$ cat config.mk
export PLATFORM = sky130hd
export DESIGN_NAME = read_burst_engine_flat
export DESIGN_NICKNAME = d
export VERILOG_FILES = /design/src/rtl/read_burst_engine_if.sv /design/src/rtl/read_burst_engine.sv /design/src/flat_wrapper.sv
export SDC_FILE = /design/constraint.sdc
export NUM_CORES = 1
export LEC_CHECK = 0
export CORE_AREA = 2 2 134 136
export CTS_CLUSTER_SIZE = 25
export DETAILED_ROUTE_END_ITERATION = 8
export DIE_AREA = 0 0 136 138
export GPL_TIMING_DRIVEN = 0
export PLACE_DENSITY = 0.71
export SKIP_CTS_REPAIR_TIMING = 1
export SLEW_MARGIN = 15
export SYNTH_ARGS = -nofsm -noshare
export SYNTH_HDL_FRONTEND = slang
export SYNTH_SLANG_ARGS = --single-unit
export TNS_END_PERCENT = 30
$ cat constraint.sdc
create_clock -name clk -period 6 [get_ports clk]
set_input_delay 1.2 -clock clk [delete_from_list [all_inputs] [get_ports clk]]
set_output_delay 1.2 -clock clk [all_outputs]
set_load 0.005 [all_outputs]
$ cat src/rtl/read_burst_engine_if.sv
// Bundle of register-bank inputs, burst request and read-beat stream for read_burst_engine.
// Latency: none. This is wiring only.
// Backpressure: rd_ready from the consumer stalls the held beat on rd_valid/rd_addr/rd_data.
interface read_burst_engine_if #(
  parameter int DATA_WIDTH = 32
);
  logic [8*DATA_WIDTH-1:0] from_reg;
  logic                    we;
  logic [2:0]              wAddr;
  logic [DATA_WIDTH-1:0]   wData;
  logic                    start;
  logic [2:0]              base_addr;
  logic [3:0]              len;
  logic                    busy;
  logic                    rd_valid;
  logic                    rd_ready;
  logic [2:0]              rd_addr;
  logic [DATA_WIDTH-1:0]   rd_data;
  logic                    done;

  // Engine side
  modport slave (
    input  from_reg, we, wAddr, wData, start, base_addr, len, rd_ready,
    output busy, rd_valid, rd_addr, rd_data, done
  );

  // Requester / consumer side
  modport master (
    output from_reg, we, wAddr, wData, start, base_addr, len, rd_ready,
    input  busy, rd_valid, rd_addr, rd_data, done
  );
endinterface

$ cat src/rtl/read_burst_engine.sv
// Streams a burst of register-file values (start address + length, wrapping mod 8) as valid/ready beats.
// Latency: first beat valid 1 cycle after start, then 1 beat/cycle; done pulses 1 cycle after the last handshake.
// Backpressure: rd_ready=0 holds the current beat and freezes ptr/remaining; rd_valid only drops on a handshake.
module read_burst_engine #(
  parameter int DATA_WIDTH = 32,
  parameter bit BYPASS_EN  = 1'b1
) (
  input  logic               clk,
  input  logic               reset_n,
  read_burst_engine_if.slave bus
);

  typedef enum logic {IDLE = 1'b0, READ = 1'b1} state_t;

  state_t                state_q, state_d;
  logic                  rd_valid_q, rd_valid_d;
  logic [2:0]            rd_addr_q, rd_addr_d;
  logic [DATA_WIDTH-1:0] rd_data_q, rd_data_d;
  logic [2:0]            ptr_q, ptr_d;
  logic [3:0]            remaining_q, remaining_d;
  logic                  done_q, done_d;

  logic [2:0]            load_addr;
  logic [DATA_WIDTH-1:0] load_data;

  // Value a beat would capture this cycle: same-cycle write data wins over the bank contents.
  always_comb begin
    load_addr = (state_q == IDLE) ? bus.base_addr : ptr_q;
    if (BYPASS_EN && bus.we && (bus.wAddr == load_addr)) begin
      load_data = bus.wData;
    end else begin
      load_data = bus.from_reg[32'(load_addr) * DATA_WIDTH +: DATA_WIDTH];
    end
  end

  // Next-state: start a burst, refill the beat register on each free slot, close out after the last handshake.
  always_comb begin
    state_d     = state_q;
    rd_valid_d  = rd_valid_q;
    rd_addr_d   = rd_addr_q;
    rd_data_d   = rd_data_q;
    ptr_d       = ptr_q;
    remaining_d = remaining_q;
    done_d      = 1'b0;

    case (state_q)
      IDLE: begin
        if (bus.start) begin
          if (bus.len != 4'd0) begin
            rd_data_d   = load_data;
            rd_addr_d   = load_addr;
            rd_valid_d  = 1'b1;
            ptr_d       = bus.base_addr + 3'd1;
            remaining_d = bus.len - 4'd1;
            state_d     = READ;
          end else begin
            // Zero-length burst completes immediately without producing a beat.
            done_d = 1'b1;
          end
        end
      end
      READ: begin
        if (!rd_valid_q || bus.rd_ready) begin
          if (remaining_q != 4'd0) begin
            rd_data_d   = load_data;
            rd_addr_d   = load_addr;
            rd_valid_d  = 1'b1;
            ptr_d       = ptr_q + 3'd1;
            remaining_d = remaining_q - 4'd1;
          end else if (rd_valid_q) begin
            rd_valid_d = 1'b0;
            state_d    = IDLE;
            done_d     = 1'b1;
          end
        end
      end
      default: state_d = IDLE;
    endcase
  end

  // State and output registers; synchronous reset also aborts any burst in flight.
  always_ff @(posedge clk) begin
    if (!reset_n) begin
      state_q     <= IDLE;
      rd_valid_q  <= 1'b0;
      rd_addr_q   <= 3'd0;
      rd_data_q   <= '0;
      ptr_q       <= 3'd0;
      remaining_q <= 4'd0;
      done_q      <= 1'b0;
    end else begin
      state_q     <= state_d;
      rd_valid_q  <= rd_valid_d;
      rd_addr_q   <= rd_addr_d;
      rd_data_q   <= rd_data_d;
      ptr_q       <= ptr_d;
      remaining_q <= remaining_d;
      done_q      <= done_d;
    end
  end

  assign bus.busy     = (state_q == READ);
  assign bus.rd_valid = rd_valid_q;
  assign bus.rd_addr  = rd_addr_q;
  assign bus.rd_data  = rd_data_q;
  assign bus.done     = done_q;

endmodule

$ cat src/flat_wrapper.sv
// flat-port wrapper written by rule: the top's interface ports become plain ports
module read_burst_engine_flat 
#(
  parameter int DATA_WIDTH = 32,
  parameter bit BYPASS_EN  = 1'b1
)
  (clk, reset_n, bus_from_reg, bus_we, bus_wAddr, bus_wData, bus_start, bus_base_addr, bus_len, bus_rd_ready, bus_busy, bus_rd_valid, bus_rd_addr, bus_rd_data, bus_done);
  read_burst_engine_if #(.DATA_WIDTH(DATA_WIDTH)) bus_i ();
  input  logic clk;
  input  logic reset_n;
  input wire logic [$bits(bus_i.from_reg)-1:0] bus_from_reg;
  input wire logic [$bits(bus_i.we)-1:0] bus_we;
  input wire logic [$bits(bus_i.wAddr)-1:0] bus_wAddr;
  input wire logic [$bits(bus_i.wData)-1:0] bus_wData;
  input wire logic [$bits(bus_i.start)-1:0] bus_start;
  input wire logic [$bits(bus_i.base_addr)-1:0] bus_base_addr;
  input wire logic [$bits(bus_i.len)-1:0] bus_len;
  input wire logic [$bits(bus_i.rd_ready)-1:0] bus_rd_ready;
  output wire logic [$bits(bus_i.busy)-1:0] bus_busy;
  output wire logic [$bits(bus_i.rd_valid)-1:0] bus_rd_valid;
  output wire logic [$bits(bus_i.rd_addr)-1:0] bus_rd_addr;
  output wire logic [$bits(bus_i.rd_data)-1:0] bus_rd_data;
  output wire logic [$bits(bus_i.done)-1:0] bus_done;
  assign bus_i.from_reg = bus_from_reg;
  assign bus_i.we = bus_we;
  assign bus_i.wAddr = bus_wAddr;
  assign bus_i.wData = bus_wData;
  assign bus_i.start = bus_start;
  assign bus_i.base_addr = bus_base_addr;
  assign bus_i.len = bus_len;
  assign bus_i.rd_ready = bus_rd_ready;
  assign bus_busy = bus_i.busy;
  assign bus_rd_valid = bus_i.rd_valid;
  assign bus_rd_addr = bus_i.rd_addr;
  assign bus_rd_data = bus_i.rd_data;
  assign bus_done = bus_i.done;
  read_burst_engine #(.DATA_WIDTH(DATA_WIDTH), .BYPASS_EN(BYPASS_EN)) u_core (.clk(clk), .reset_n(reset_n), .bus(bus_i));
endmodule
Word level (Yosys, flattened, before mapping). Cells that the tools add are included.

Add/sub/neg operators: 4. Eq/ne operators: 5. Shift operators: 1. Mux-type cells: 39. Bitwise logic cells: 1. Reduce and logical (&&, ||, !) cells: 7.

Operator list (count): $shiftx 256x9->32 (1); $mux 32 (5); $pmux 32 s2 (1); $mux 3 (9); $mux 4 (4); $mux 1 (14); $pmux 3 s2 (2); $ne 2x2->1 const B (4); $pmux 4 s2 (1); $reduce_bool 4->1 (2); $sub 4x1->4 const B (2); $add 3x1->3 const B (2); $pmux 1 s2 (3); $reduce_and 4->1 (1); $eq 3x3->1 (1); $reduce_and 3->1 (1); $logic_and 1x1->1 (1); $logic_not 1->1 (1); $logic_or 1x1->1 (1); $not 1->1 (1).

Register bits after elaboration: 45. Input port bits: 303. Word-level logic and storage cells: 64.

Longest topological paths before layout.
Word-level depth: 7. Depth in mapped cells: 10. Depth with buffers taken out: 7.

Least setup slack after synthesis. No wires, ideal clock.

Path kind: input -> register. Start point: input bus_base_addr[0]. End point: register u_core.ptr_q[2]. Library setup time: 0.125 ns. Arrival time: 2.709 ns. Data required time: 5.875 ns. Slack: 3.166 ns. Cell stages on the path: 10. Cells stage by stage: buf_2 > mux2i_1 > inv_2 > buf_4 > buf_4 > ha_1 > xnor2_1 > nor2_1 > a222oi_1 > nor2b_1.

Longest elaborated chain between the ends: 4.

Ends and longest elaborated chain: from (decl) (RTL line flat_wrapper.sv:16) `input wire logic [$bits(bus_i.base_addr)-1:0] bus_base_addr;`; $add 3x1->3 (RTL line read_burst_engine.sv:53) `ptr_d = bus.base_addr + 3'd1;`; $mux 3 (RTL line read_burst_engine.sv:49) `if (bus.len != 4'd0) begin`; $mux 3 (RTL line read_burst_engine.sv:48) `if (bus.start) begin`; $pmux 3 s2 (RTL line read_burst_engine.sv:46) `case (state_q)`; to (signal assigned) (RTL line read_burst_engine.sv:96) `ptr_q <= ptr_d;`; to (decl) (RTL line read_burst_engine.sv:19) `logic [2:0] ptr_q, ptr_d;`.

No other way between the ends. The select of a mux whose other input is x is not followed. A chain may end at the register's enable or synchronous reset.

Worst setup path after layout.
Start point: input bus_base_addr[1]. End point: register u_core.ptr_q[2].

Same word-level chain as after synthesis.

==> flow_metrics.tcl <==
set metrics [dict create \
    hold_violations 0 \
    grt_start_max_net_pins 15 \
    boundaryPins 341 \
    initial_utilization 0.314 \
    seq_area_frac_synth 0.164 \
    rsz0062_at_grt "false" \
    worst_hold_path_type "reg2reg" \
    die_x_um 136 \
    die_footprint_um2 18800 \
    detail-route-antenna-nets 0 \
    post_synth_fa_ha_maj_area_fraction 0.00455 \
    antenna_violations_before_repair 0 \
    vias_in_the_first_global_route 7927 \
    compound_gate_fraction_of_synth_area 0.484 \
    detail_route.iter0.violations 595 \
    row_count 49 \
    gr-usage-met1 0.361 \
    synth_area_um2 5500 \
    routed-via-count 8123 \
    worstReg2RegStart "u_core.bus.busy" \
    overall_power_after_layout_w 0.00159 \
    worst_r2r_endpoint "u_core.ptr_q[2]" \
    ys_warn_count 0 \
    port-buffer-count 338 \
    cells_after_synthesis 791 \
    synth_nets 1096 \
    cts-root-to-sink-buffers 2 \
    cts_num_sinks 45 \
    yosys_most_used_dff "dfxtp_1" \
    critical_path.max_fanout 10 \
    grt_first_pass_wirelength_um 44400 \
    max-slew-margin-rel 0.561 \
    post_drt_wl_per_cell_um 22.4 \
    period_needed_ns 3.35 \
    core_region_area_um2 17500 \
    final_max_slew_viols 0 \
    finalCritPeriodShare 0.558 \
    multiInputGateArea_um2 4130 \
    data_arrival_time_of_the_critical_path_ns 3.53 \
    globalplace.congestion 0.888 \
    reg2regPathDepth 8 \
    globalRouteMet3Util 0.0678 \
    grt.met2_usage 0.533 \
    result_of_the_run "finished, final reports clean" \
    setup-tns-final_ns 0 \
    sequential_cell_area_um2 901 \
    tritoncts "built" \
    hold_start "u_core.ptr_q[1]" \
    drive_gt1_frac 0.0536 \
    max_freq_mhz 299 \
    crit_required_ns 6.18 \
    synth-xor-area-share 0.00614 \
    synth-simple-area-share 0.241 \
    worst_margin_pin_slew_ns 0.659 \
    cts.root.buffer_cell "clkbuf_16" \
    post_synth_mux_area_share 0.0152 \
    irDropWorstVdd_mv 0.117 \
    layout_nets 1441 \
    power_density_nw_per_um2 170 \
    routed_via_density 5.94 \
    grt_busiest_layer "met2" \
    worstSetupStartpointType "primary input" \
    post_synth_num_cell_types 45 \
    synth_top_family_by_area "compound AO/OA/AOI/OAI gates" \
    maxCapViolCount 0 \
    hpwl_um 24200 \
    firstDrtPassIters 5 \
    fillerInstances 1761 \
    worst_skew_pair.late_latency_ns 0.30 \
    clk_pin_slew_worst_paths_ns 0.07 \
    post_synthesis_register_bit_count 45 \
    synth_edf_count 0 \
    die_height_um 138 \
    timing.critical_path.to_type "flop" \
    finalSetupViolations 0 \
    post-route-drc-count 0 \
    r2r_slack_ns 3.46 \
    grtUsageTotal 0.308 \
    cts_inserted_buffers 5 \
    p_leak_nw 3.00 \
    grt_remaining_overflow 0 \
    cts.htree.levels 2 \
    mean_cell_area_of_the_mapped_netlist_um2 6.95 \
    startpoint "bus_base_addr[1]" \
    asyncSetResetFlopFracSynth 0 \
    drt_wl_total_um 30700 \
    finClkSkew_ns 0.00848 \
    setup.worst_path.end "u_core.ptr_q[2]" \
    critPathKind "in2reg" \
    area_delta_synth_final_pct 69.8 \
]
## how the worst min path moves through the flow
stage | slack, ns | end | depth (start not counted)
finish | 0.47 | u_core.ptr_q[1] | 2
global route | 0.50 | u_core.ptr_q[1] | 2
CTS | 0.47 | u_core.ptr_q[1] | 2
detailed placement | 0.46 | u_core.ptr_q[1] | 2
global placement | 0.45 | u_core.ptr_q[1] | 2
floorplan | 0.44 | u_core.ptr_q[1] | 2
## layout make-up
type	count	area share
Antenna cell	1	0.000268
Buffer	92	0.0478
Multi-Input combinational cell	649	0.442
Sequential cell	45	0.0965
Clock inverter	2	0.00415
Clock buffer	6	0.0138
Tap cell	229	0.0307
Timing Repair Buffer	338	0.362
Inverter	5	0.00201
## through the flow
step / setup slack [ns] / hold WS, ns / std cells / instance area [um^2] / util
floorplan: 3.17 / 0.441 / 791 / 5500 / -
global placement: 2.39 / 0.449 / 1358 / 9170 / 0.523
detailed placement: 2.35 / 0.462 / 1358 / 9170 / 0.523
CTS: 2.68 / 0.474 / 1366 / 9340 / 0.532
global route: 2.52 / 0.499 / 1366 / 9340 / 0.532
finish: 2.65 / 0.474 / 1367 / 9340 / 0.533
## flip-flops by register name, indices dropped and copies added (netlist names)
| signal | cells |
|---|---|
| u_core.bus.busy | 1 |
| u_core.bus.rd_addr | 3 |
| u_core.ptr_q | 3 |
| u_core.remaining_q | 4 |
| u_core.bus.rd_data | 32 |
| u_core.bus.done | 1 |
| u_core.bus.rd_valid | 1 |
## per-layer routing
metal  part of all wire  wire [um]
met2               0.48      14600
met3              0.096       2940
met4              0.049       1500
met1               0.38      11600
met5                  0          0
## cells in the mapped netlist, types with 7 or more instances
master,number,area share
a311o_1,64,0.12
clkbuf_1,50,0.034
a31oi_1,34,0.039
nor2b_1,128,0.15
nor2_1,9,0.0061
nand2_1,9,0.0061
buf_4,15,0.020
o22ai_1,64,0.073
nor3_1,64,0.058
o21ai_0,194,0.18
dfxtp_1,45,0.16
buf_2,24,0.022
mux2i_1,7,0.013
o221ai_1,32,0.051
## cell families (layout without fill, tap and decap cells)
logic type | count (synthesis) | count (layout)
AO/OA/AOI/OAI | 406 | 406
AND/OR/NAND/NOR | 230 | 230
buffers and inverters | 97 | 443
flip-flops | 45 | 45
multiplexers | 8 | 8
XOR/XNOR | 3 | 3
adder cells (fa/ha/maj) | 2 | 2
other | 0 | 1
## critical path: stages
cell and delay (ns):
clkdlybuf4s50_1 0.44, mux2i_2 0.42, inv_2 0.24, clkbuf_1 0.34, ha_1 0.33, xnor2_1 0.16
nor2_1 0.05, a222oi_1 0.27, nor2b_1 0.08
## where the power goes
part           internal, W  switching [W]  total [W]
Combinational     0.000455       0.000430   0.000885
Clock             0.000198       0.000130   0.000328
Sequential        0.000344      0.0000309   0.000375
Total             0.000997       0.000591    0.00159
## cell usage in the layout (no fill, tap or decap), drive strengths merged, types with 2 or more instances in the layout
master,synthesis,routed
nand2b,5,5
a21oi,2,2
dfxtp,45,45
a311o,64,64
o221ai,32,32
nand4,4,4
o21ai,195,195
nand3,2,2
nor4,2,2
a21boi,5,5
xnor2,2,2
o211a,3,3
nor2,11,11
buf,42,42
clkbuf,50,56
mux2i,8,8
o22ai,64,64
o21a,2,2
inv,5,5
nand2,10,10
nor2b,128,128
nor3,64,64
a31oi,36,36
clkdlybuf4s50,0,338
ha,2,2
(Power assumes the default switching activity.)
